--- src/rtl/snake_pkg.sv ---
// Shared snake-game types and default timing constants (scheduler and drawing engine).
// Pure declarations; no latency or backpressure of its own.
package snake_pkg;

  typedef enum logic [1:0] {
    STAGE_TITLE = 2'd0,
    STAGE_PLAY  = 2'd1,
    STAGE_OVER  = 2'd2
  } stage_t;

  typedef enum logic [1:0] {
    F_WAIT   = 2'd0,
    F_UPDATE = 2'd1,
    F_DRAW   = 2'd2
  } frame_state_t;

  localparam int unsigned DEF_DELAY_CYCLES = 1000000;
  localparam int unsigned DEF_MIN_DELAY    = 250000;
  localparam int unsigned DEF_SPEED_STEP   = 50000;
  localparam int unsigned DEF_DRAW_TIMEOUT = 65536;

  // Shorter delay after a speed-up, clamped at the floor; the 33rd bit catches underflow.
  function automatic logic [31:0] sped_up_delay(input logic [31:0] cur,
                                                input logic [31:0] step,
                                                input logic [31:0] floor_val);
    logic [32:0] diff;
    logic [31:0] result;
    diff   = {1'b0, cur} - {1'b0, step};
    result = diff[31:0];
    if (diff[32] || (diff[31:0] < floor_val)) result = floor_val;
    return result;
  endfunction

endpackage

--- src/rtl/snake_frame_scheduler_if.sv ---
// Handshake bundle between the frame scheduler (slave) and its surrounding game logic (master).
// Level signals only; update_req/update_ack and draw window form the flow control.
interface snake_frame_scheduler_if;

  logic        start;
  logic        update_ack;
  logic        collision;
  logic        ate_food;
  logic        draw_done;
  logic        update_req;
  logic        is_drawing;
  logic [31:0] stage;
  logic [31:0] cur_delay;
  logic [15:0] frame_count;
  logic        draw_timeout_err;

  modport master (
    output start, update_ack, collision, ate_food, draw_done,
    input  update_req, is_drawing, stage, cur_delay, frame_count, draw_timeout_err
  );

  modport slave (
    input  start, update_ack, collision, ate_food, draw_done,
    output update_req, is_drawing, stage, cur_delay, frame_count, draw_timeout_err
  );

endinterface

--- src/rtl/snake_tick_counter.sv ---
// Loadable up/down cycle counter with a terminal-count compare; clear wins over load and count.
// Count updates one cycle after the enable; no backpressure.
module snake_tick_counter #(
  parameter int W = 32
) (
  input  logic         clock,
  input  logic         reset,
  input  logic         i_clear,
  input  logic         i_load,
  input  logic [W-1:0] i_load_val,
  input  logic         i_en,
  input  logic         i_down,
  input  logic [W-1:0] i_term,
  output logic         o_tc
);

  logic [W-1:0] r_count;

  always_ff @(posedge clock) begin
    if (reset || i_clear) begin
      r_count <= '0;
    end else if (i_load) begin
      r_count <= i_load_val;
    end else if (i_en) begin
      r_count <= i_down ? (r_count - W'(1)) : (r_count + W'(1));
    end
  end

  assign o_tc = (r_count == i_term);

endmodule

--- src/rtl/snake_frame_scheduler.sv ---
// Frame sequencer for the snake game: inter-frame delay, logic-update handshake, draw window.
// Owns the game stage and tick period; update phase waits indefinitely for update_ack.
module snake_frame_scheduler
  import snake_pkg::*;
#(
  parameter int unsigned DELAY_CYCLES = DEF_DELAY_CYCLES,
  parameter int unsigned MIN_DELAY    = DEF_MIN_DELAY,
  parameter int unsigned SPEED_STEP   = DEF_SPEED_STEP,
  parameter int unsigned DRAW_TIMEOUT = DEF_DRAW_TIMEOUT
) (
  input  logic                     clock,
  input  logic                     reset,
  snake_frame_scheduler_if.slave   sched
);

  localparam logic [31:0] LP_DELAY    = 32'(DELAY_CYCLES);
  localparam logic [31:0] LP_MIN      = 32'(MIN_DELAY);
  localparam logic [31:0] LP_STEP     = 32'(SPEED_STEP);
  localparam logic [31:0] LP_DRAW_END = 32'(DRAW_TIMEOUT - 1);

  frame_state_t r_state;
  stage_t       r_stage;
  logic         r_start_pending;
  logic         r_update_req;
  logic         r_is_drawing;
  logic         r_timeout_err;
  logic [31:0]  r_cur_delay;
  logic [15:0]  r_frame_count;

  logic         w_wait_tc;
  logic         w_draw_tc;
  logic         w_wait_exit;
  logic         w_draw_close;
  logic         w_ack;
  logic [31:0]  w_wait_term;

  assign w_wait_term  = r_cur_delay - 32'd1;
  assign w_wait_exit  = (r_state == F_WAIT) && w_wait_tc;
  // The timeout count only runs once the window is visibly open.
  assign w_draw_close = (r_state == F_DRAW) && (sched.draw_done || (r_is_drawing && w_draw_tc));
  assign w_ack        = (r_state == F_UPDATE) && r_update_req && sched.update_ack;

  snake_tick_counter #(.W(32)) u_delay_cnt (
    .clock      (clock),
    .reset      (reset),
    .i_clear    (w_wait_exit),
    .i_load     (1'b0),
    .i_load_val (32'd0),
    .i_en       (r_state == F_WAIT),
    .i_down     (1'b0),
    .i_term     (w_wait_term),
    .o_tc       (w_wait_tc)
  );

  snake_tick_counter #(.W(32)) u_draw_cnt (
    .clock      (clock),
    .reset      (reset),
    .i_clear    (w_draw_close),
    .i_load     (1'b0),
    .i_load_val (32'd0),
    .i_en       ((r_state == F_DRAW) && r_is_drawing),
    .i_down     (1'b0),
    .i_term     (LP_DRAW_END),
    .o_tc       (w_draw_tc)
  );

  always_ff @(posedge clock) begin
    if (reset) begin
      r_state         <= F_WAIT;
      r_stage         <= STAGE_TITLE;
      r_start_pending <= 1'b0;
      r_update_req    <= 1'b0;
      r_is_drawing    <= 1'b0;
      r_timeout_err   <= 1'b0;
      r_cur_delay     <= LP_DELAY;
      r_frame_count   <= 16'd0;
    end else begin
      // A start landing on the exit cycle itself survives into the next frame.
      r_start_pending <= (r_start_pending && !w_wait_exit) || sched.start;
      case (r_state)
        F_WAIT: begin
          if (w_wait_exit) begin
            if (r_start_pending) begin
              r_state <= F_DRAW;
              case (r_stage)
                STAGE_TITLE: begin
                  r_stage       <= STAGE_PLAY;
                  r_cur_delay   <= LP_DELAY;
                  r_frame_count <= 16'd0;
                end
                STAGE_OVER: r_stage <= STAGE_TITLE;
                default:    r_stage <= r_stage;
              endcase
            end else if (r_stage == STAGE_PLAY) begin
              r_state <= F_UPDATE;
            end else begin
              r_state <= F_DRAW;
            end
          end
        end
        F_UPDATE: begin
          if (w_ack) begin
            r_update_req <= 1'b0;
            r_state      <= F_DRAW;
            if (sched.collision) r_stage <= STAGE_OVER;
            if (sched.ate_food)  r_cur_delay <= sped_up_delay(r_cur_delay, LP_STEP, LP_MIN);
          end else begin
            r_update_req <= 1'b1;
          end
        end
        F_DRAW: begin
          if (w_draw_close) begin
            r_is_drawing  <= 1'b0;
            r_frame_count <= r_frame_count + 16'd1;
            r_state       <= F_WAIT;
            if (!sched.draw_done) r_timeout_err <= 1'b1;
          end else begin
            r_is_drawing <= 1'b1;
          end
        end
        default: r_state <= F_WAIT;
      endcase
    end
  end

  assign sched.update_req       = r_update_req;
  assign sched.is_drawing       = r_is_drawing;
  assign sched.stage            = {30'd0, r_stage};
  assign sched.cur_delay        = r_cur_delay;
  assign sched.frame_count      = r_frame_count;
  assign sched.draw_timeout_err = r_timeout_err;

endmodule

--- src/flat_wrapper.sv ---
// flat-port wrapper written by rule: the top's interface ports become plain ports
module snake_frame_scheduler_flat import snake_pkg::*;
#(
  parameter int unsigned DELAY_CYCLES = DEF_DELAY_CYCLES,
  parameter int unsigned MIN_DELAY    = DEF_MIN_DELAY,
  parameter int unsigned SPEED_STEP   = DEF_SPEED_STEP,
  parameter int unsigned DRAW_TIMEOUT = DEF_DRAW_TIMEOUT
)
  (clock, reset, sched_start, sched_update_ack, sched_collision, sched_ate_food, sched_draw_done, sched_update_req, sched_is_drawing, sched_stage, sched_cur_delay, sched_frame_count, sched_draw_timeout_err);
  snake_frame_scheduler_if sched_i ();
  input  logic clock;
  input  logic reset;
  input wire logic [$bits(sched_i.start)-1:0] sched_start;
  input wire logic [$bits(sched_i.update_ack)-1:0] sched_update_ack;
  input wire logic [$bits(sched_i.collision)-1:0] sched_collision;
  input wire logic [$bits(sched_i.ate_food)-1:0] sched_ate_food;
  input wire logic [$bits(sched_i.draw_done)-1:0] sched_draw_done;
  output wire logic [$bits(sched_i.update_req)-1:0] sched_update_req;
  output wire logic [$bits(sched_i.is_drawing)-1:0] sched_is_drawing;
  output wire logic [$bits(sched_i.stage)-1:0] sched_stage;
  output wire logic [$bits(sched_i.cur_delay)-1:0] sched_cur_delay;
  output wire logic [$bits(sched_i.frame_count)-1:0] sched_frame_count;
  output wire logic [$bits(sched_i.draw_timeout_err)-1:0] sched_draw_timeout_err;
  assign sched_i.start = sched_start;
  assign sched_i.update_ack = sched_update_ack;
  assign sched_i.collision = sched_collision;
  assign sched_i.ate_food = sched_ate_food;
  assign sched_i.draw_done = sched_draw_done;
  assign sched_update_req = sched_i.update_req;
  assign sched_is_drawing = sched_i.is_drawing;
  assign sched_stage = sched_i.stage;
  assign sched_cur_delay = sched_i.cur_delay;
  assign sched_frame_count = sched_i.frame_count;
  assign sched_draw_timeout_err = sched_i.draw_timeout_err;
  snake_frame_scheduler #(.DELAY_CYCLES(DELAY_CYCLES), .MIN_DELAY(MIN_DELAY), .SPEED_STEP(SPEED_STEP), .DRAW_TIMEOUT(DRAW_TIMEOUT)) u_core (.clock(clock), .reset(reset), .sched(sched_i));
endmodule
--- config.mk ---
export PLATFORM = sky130hd
export DESIGN_NAME = snake_frame_scheduler_flat
export DESIGN_NICKNAME = d
export VERILOG_FILES = /design/src/rtl/snake_pkg.sv /design/src/rtl/snake_frame_scheduler_if.sv /design/src/rtl/snake_tick_counter.sv /design/src/rtl/snake_frame_scheduler.sv /design/src/flat_wrapper.sv
export SDC_FILE = /design/constraint.sdc
export NUM_CORES = 1
export LEC_CHECK = 0
export BUFFER_PORTS_ARGS = -buffer_cell sky130_fd_sc_hd__buf_2
export CAP_MARGIN = 20
export CORE_MARGIN = 4
export CORE_UTILIZATION = 53
export CTS_CLUSTER_DIAMETER = 30
export DETAILED_ROUTE_END_ITERATION = 10
export PLACE_DENSITY_LB_ADDON = 0.25
export SKIP_LAST_GASP = 1
export SYNTH_ARGS = -nofsm -noshare
export SYNTH_HDL_FRONTEND = slang
export SYNTH_SLANG_ARGS = --single-unit
--- constraint.sdc ---
create_clock -name clock -period 3.25 [get_ports clock]
set_input_delay 0.1625 -clock clock [delete_from_list [all_inputs] [get_ports clock]]
set_output_delay 0.1625 -clock clock [all_outputs]
set_load 0.01 [all_outputs]
# Yosys cells after proc, flatten, opt, wreduce, memory -nomap -nowiden
# Cells that the tools add are included.
[word_totals]
reg_bits = 120
input_bits = 7
out_inout_bits = 83
wordCells = 79
[op_classes]
add_sub_neg = 5
order_cmp = 1
n_eq_ne = 14
n_mux = 26
bitwise = 1
reduce_logical = 22
[op_table]
columns = ["operator", "n"]
rows = [
  ["$mux 32", 6],
  ["$add 32x1->32 const B", 2],
  ["$mux 16", 4],
  ["$pmux 32 s2", 1],
  ["$sub 32x16->33 const B", 1],
  ["$eq 32x16->1 const B", 1],
  ["$eq 32x32->1", 1],
  ["$lt 32x18->1 const B", 1],
  ["$pmux 16 s2", 1],
  ["$sub 32x1->32 const B", 1],
  ["$mux 2", 9],
  ["$add 16x1->16 const B", 1],
  ["$reduce_and 6->1", 2],
  ["$ne 2x2->1 const B", 4],
  ["$pmux 2 s2", 2],
  ["$logic_and 1x1->1", 7],
  ["$ne 2x1->1 const B", 3],
  ["$pmux 2 s3", 1],
  ["$reduce_and 3->1", 2],
  ["$logic_or 1x1->1", 5],
  ["$reduce_and 5->1", 1],
  ["$eq 2x1->1 const B", 2],
  ["$eq 2x2->1 const B", 2],
  ["$logic_not 2->1", 2],
  ["other kinds (5)", 7],
]

# Depth between registers and ports, before layout
[depth]
ltp_word = 7
ltp_mapped = 15

# Modules after synthesis
# From an unflattened synthesis, not the netlist that was laid out.
[hier_totals]
cells_unflattened = 1434
hier_area_um2 = 10757.8
[modules_own_cells]
columns = ["module", "n_inst", "cells_each", "area_per_inst_um2", "seq_area_each_um2"]
rows = [
  ["snake_tick_counter", 2, 479, 3577.2, 640.6],
  ["snake_frame_scheduler", 1, 476, 3603.5, 1041.0],
]

# Worst setup path after synthesis
# No wires, ideal clock.
[synth_timing]
path_type = "reg-to-reg"
startpoint = "register u_core.r_cur_delay[4] (netlist: u_core.sched.cur_delay[4])"
endpoint = "register u_core.u_delay_cnt.r_count[0]"
t_arrival_ps = 3264
t_required_ps = 3133
slack_ps = -131
stages_incl_launch_ff = 16
synth_period_minus_slack_ps = 3381
cell_sequence = "dfxtp_1 clkbuf_1 inv_1 ha_1 clkbuf_1 or3b_2 and4bb_2 xnor2_1 a2111oi_0 and4_1 nand4b_1 nor3_1 or2_2 clkbuf_1 buf_2 nor2_1"
[synth_between]
elab_chain_len = 4
[synth_lines]
columns = ["item", "line_no", "rtl"]
rows = [
  ["start, declared", "snake_frame_scheduler.sv:27", "logic [31:0] r_cur_delay;"],
  ["start signal, assigned", "snake_frame_scheduler.sv:106", "if (sched.ate_food) r_cur_delay <= sped_up_delay(r_cur_delay, LP_STEP, LP_MIN);"],
  ["$sub 32x1->32", "snake_frame_scheduler.sv:37", "assign w_wait_term = r_cur_delay - 32'd1;"],
  ["$eq 32x32->1", "snake_tick_counter.sv:29", "assign o_tc = (r_count == i_term);"],
  ["$logic_and 1x1->1", "snake_frame_scheduler.sv:38", "assign w_wait_exit = (r_state == F_WAIT) && w_wait_tc;"],
  ["$logic_or 1x1->1", "snake_tick_counter.sv:20", "if (reset || i_clear) begin"],
  ["end signal, assigned", "snake_tick_counter.sv:23", "r_count <= i_load_val;"],
  ["end signal, assigned", "snake_tick_counter.sv:25", "r_count <= i_down ? (r_count - W'(1)) : (r_count + W'(1));"],
  ["end, declared", "snake_tick_counter.sv:17", "logic [W-1:0] r_count;"],
]
# Every way passes these cells.
# A chain may end at the register's enable or synchronous reset.

# Worst setup path after layout
[layout_timing]
startpoint = "register u_core.r_cur_delay[7] (netlist: u_core.sched.cur_delay[7])"
endpoint = "register u_core.r_frame_count[10] (netlist: u_core.sched.frame_count[10])"
[layout_between]
elab_chain_len = 5
[layout_lines]
columns = ["item", "line_no", "rtl"]
rows = [
  ["$sub 32x1->32", "snake_frame_scheduler.sv:37", ""],
  ["$eq 32x32->1", "snake_tick_counter.sv:29", ""],
  ["$logic_and 1x1->1", "snake_frame_scheduler.sv:38", ""],
  ["$ne 2x2->1 (no line)", "-", ""],
  ["$reduce_and 5->1 (no line)", "-", ""],
  ["end signal, assigned", "snake_frame_scheduler.sv:114", "r_frame_count <= r_frame_count + 16'd1;"],
  ["end, declared", "snake_frame_scheduler.sv:28", "logic [15:0] r_frame_count;"],
]
# Every way passes these cells.

==> results.md <==
* Slack of the worst reg-to-reg path at -0.11 ns
* Synth Flop Type: dfxtp_1
* Routed Antenna Nets at 0
* Hold Vio Cnt, Final at 0
* Crit path largest cell delay at about 0.56 ns
* Num CTS Buffers at 17
* Num rows at 42
* Synth Register Bits at ~120
* Syn Inst Count at about 900
* HPWL Detailed at 15000 um
* Setup violations, final at 8
* Core Region at around 13000 sq um
* Slew headroom at 0.458
* Post-synthesis mux area share at 0
* Antenna Cells at 0
* Clock latency on the worst-skew pair at between 0.4 and 0.5 ns
* Crit path DAT at 3.66 ns
* Synth Area in Simple Gates at 0.309
* DR WL/cell at ~17 um
* RD Place Congestion at slightly above 1
* Synth cell types at 73
* DP Area at 8140 sq um
* Largest family of logic cells by synthesized area: simple AND/OR/NAND/NOR gates
* Pwr Density at around 360 nW/um^2
* Initial drt markers at 820
* RSZ-0062 raised after global routing: yes
* CP delay by family, top: simple AND/OR/NAND/NOR gates
* R2R Path End: u_core.sched.frame_count[10]$_SDFFE_PP0P_
* Tcrit/Tclk final at 1.03
* GRT overflow at 0
* Share of cells above drive strength 1 at 0.223
* Startpoint types: flip-flop
* Achievable Freq at roughly 0.30 GHz
* Vias/cell at approximately 5.9
* Area Overhead vs Synth at 25.3%
* CP Capture Type: flip-flop
* Crit path max-delay cell type: or4_4
* Final Max Slew Viols at 0
* First-pass detailed-route iteration total at 5
* WP data required at about 3.6 ns
* CTS tree: built
* Commonest non-fill, non-tap cells in the layout: 133 x nor2_1, 115 x dfxtp_1, 90 x buf_4, 81 x nand2_1, 64 x xnor2_1
* Final min period at 3.36 ns
* Worst Hold Launch: sched_draw_done
* I/O pins at 90
* Largest net degree at the start of global routing at 34
* Crit Path Max Fanout at 9
* Max-Cap Viols at 0
* Sequential fraction of the synthesis area at 0.322
* R2R Path Start: u_core.sched.cur_delay[7]$_SDFFE_PP0P_
* # nets final at between 1000 and 1500
* Asr flop ratio synth at 0
* CTS H-tree depth at 4
* Netlist Area Pre-Place at between 7000 and 8000 sq um
* Die width at about 120 um
* WP buf/inv at 1
* Slew @ Worst Pin at about 0.81 ns
* Compound-cell area share of the yosys netlist at 0.154
* WS Path Type: reg2reg
* Post-synth EDFFs at 0
* Clk buf depth at 2
* Synth Area in XOR/XNOR at 0.130
* Total power at about 3300 uW
* Crit. path cell count at 10
* Syn_area_per_cell at ~7.8 sq um
* Synth Area in Adders at 0.0122
* Initial Utilization at 0.542
* PnR worst setup slack at -0.106 ns
* Type of the worst min-delay path: in2reg
* # clock sinks at 116
* Via count at a little over 7000
* Worst-path clk slew at approximately 0.060 ns
* Vias in the first global route at 6718
* Die height at between 100 and 150 um
* Root Driver: clkbuf_16
* Syn. warnings at 0
* R2R depth at 10
* Global-route wire length before repair at about 34000 um
* Final Instance Area at 9030 sq um
* Pleak at 0.00359 uW
* Total GRT Usage at 0.262
* Final wirelength at 21400 um
* DRC at 0
* Hold slack final at 0.0871 ns
* Cell Chain, Critical Path: or4_4 -> or4_4 -> or3_4 -> a22oi_2 -> and4bb_2 -> nand4b_4 -> clkbuf_16 -> a2111oi_4 -> xnor2_1 -> nor2_1
* Port Buffers at 55
* Initial antenna violation count at 0
* Failing checks: negative setup slack
* Die ar. at 15500 sq um
* Setup crit end: u_core.sched.frame_count[10]$_SDFFE_PP0P_
* CP startpoint: u_core.sched.cur_delay[7]$_SDFFE_PP0P_
* Outcome: finished, violations left
* Peak VDD IR at between 300 and 400 uV
* Most used cell, CP: or4_4
* Clock Skew at 0.0124 ns
* Commonest non-fill, non-tap cell in the layout: nor2_1
-- registers in the layout, summed over array words and instances (netlist names) --
name and cells:
u_core.sched.frame_count 16, u_core.sched.is_drawing 1, u_core.sched.update_req 1, u_core.r_state 2, u_core.sched.draw_timeout_err 1, u_core.u_delay_cnt.r_count 32
u_core.r_start_pending 1, u_core.r_stage 2, u_core.u_draw_cnt.r_count 32, u_core.sched.cur_delay 28
-- metal layers --
layer  up-vias  part of all wire  GRT usage
met5         -                 0          0
met4         0             0.032      0.113
met3        67             0.081     0.0639
met2       289              0.45      0.400
met1      3425              0.43      0.352
li1       3482                 -          -
-- worst min-delay path by stage --
| stage | end | cells after the start |
|---|---|---|
| 3_5_place_dp | u_core.r_start_pending$_SDFF_PP0_ | 2 |
| 3_3_place_gp | u_core.r_start_pending$_SDFF_PP0_ | 2 |
| 2_1_floorplan | u_core.r_start_pending$_SDFF_PP0_ | 1 |
| 6_report | u_core.sched.draw_timeout_err$_SDFFE_PP0P_ | 4 |
| 4_1_cts | u_core.r_state[1]$_SDFFE_PP0P_ | 4 |
| 5_1_grt | u_core.sched.draw_timeout_err$_SDFFE_PP0P_ | 4 |
-- synth_stat cells, types with 3 or more instances --
cell       instances  area share
and2_1            12       0.010
nand3_1           35       0.024
o31ai_1            5      0.0052
o221ai_1           3      0.0036
a21oi_1           33       0.023
o22ai_1            3      0.0026
and4_1            13       0.016
clkbuf_1          37       0.019
nand2b_1           7      0.0061
o211ai_1           3      0.0031
dfxtp_1          116        0.32
or4_1              7      0.0073
nand2_1           82       0.043
nor3b_1            3      0.0031
a2111oi_1          3      0.0042
nand4_1           24       0.021
buf_2              6      0.0042
xor2_1            43       0.052
or3_1             14       0.012
nor3_1            29       0.020
buf_4             34       0.035
nor2_1           134       0.070
a31oi_1           19       0.016
nand3b_1           5      0.0052
inv_1             16      0.0083
o21a_1             4      0.0042
o21ai_0           30       0.021
a21boi_0           5      0.0052
or2_2              5      0.0043
o41ai_1            3      0.0036
a221oi_1           3      0.0036
xnor2_1           64       0.078
a211oi_1           6      0.0062
ha_1               7       0.012
nor4_1            20       0.017
o2bb2ai_1          6      0.0073
nor2b_1            7      0.0061
o211a_1            6      0.0083
and3_1            21       0.018
-- report_power, final --
group	switching (uW)	internal (uW)	total (uW)
Sequential	5.13	1430	1430
Clock	690	1090	1780
Combinational	57.2	22.9	80.1
Total	752	2540	3290
-- area by class of cell --
class,instances,area [sq um]
Sequential cell,116,2320
Tap cell,176,220
Clock buffer,20,457
Clock inverter,12,108
Multi-Input combinational cell,741,4700
Timing Repair Buffer,156,1150
Fill cell,1094,4270
Inverter,17,63.8
-- worst reg2reg max path, stage by stage, from the launching register on --
cell       delay [ns]
dfxtp_2          0.33
or4_4            0.56
or4_4            0.50
or3_4            0.35
a22oi_2          0.17
and4bb_2         0.29
nand4b_4         0.17
clkbuf_16        0.22
a2111oi_4        0.37
xnor2_1          0.19
nor2_1           0.08
-- through the flow --
step / setup TNS, ns / util / instances / setup WS [ns]
2_1_floorplan: 0 / - / 954 / 0.00427
5_1_grt: -3.25 / 0.679 / 1238 / -0.162
4_1_cts: -0.0352 / 0.657 / 1232 / -0.0158
6_report: -0.265 / 0.679 / 1238 / -0.106
3_3_place_gp: -0.382 / 0.612 / 1198 / -0.107
3_5_place_dp: -0.342 / 0.612 / 1198 / -0.144
-- repair_timing --
| item | 4_1_cts | 5_1_grt |
|---|---|---|
| gates resized for setup | 6 | 44 |
| endpoints found under the setup margin | 15 | 75 |
| pin swaps | 3 | 16 |
| buffers inserted | 1 | 4 |
| endpoints found under the hold margin | 1 | 0 |
| hold buffers | 1 | 0 |
| gates cloned | 0 | 2 |
-- logic make-up (layout without fill, tap and decap cells) --
logic type               after synthesis  after routing
AND/OR/NAND/NOR                      434            434
AO/OA/AOI/OAI                        159            159
flip-flops                           116            116
XOR/XNOR                             107            107
buffers and inverters                 97            205
adder cells (fa/ha/maj)                7              7
other                                  1             34
Note: power is estimated with default switching activity, not from simulation.
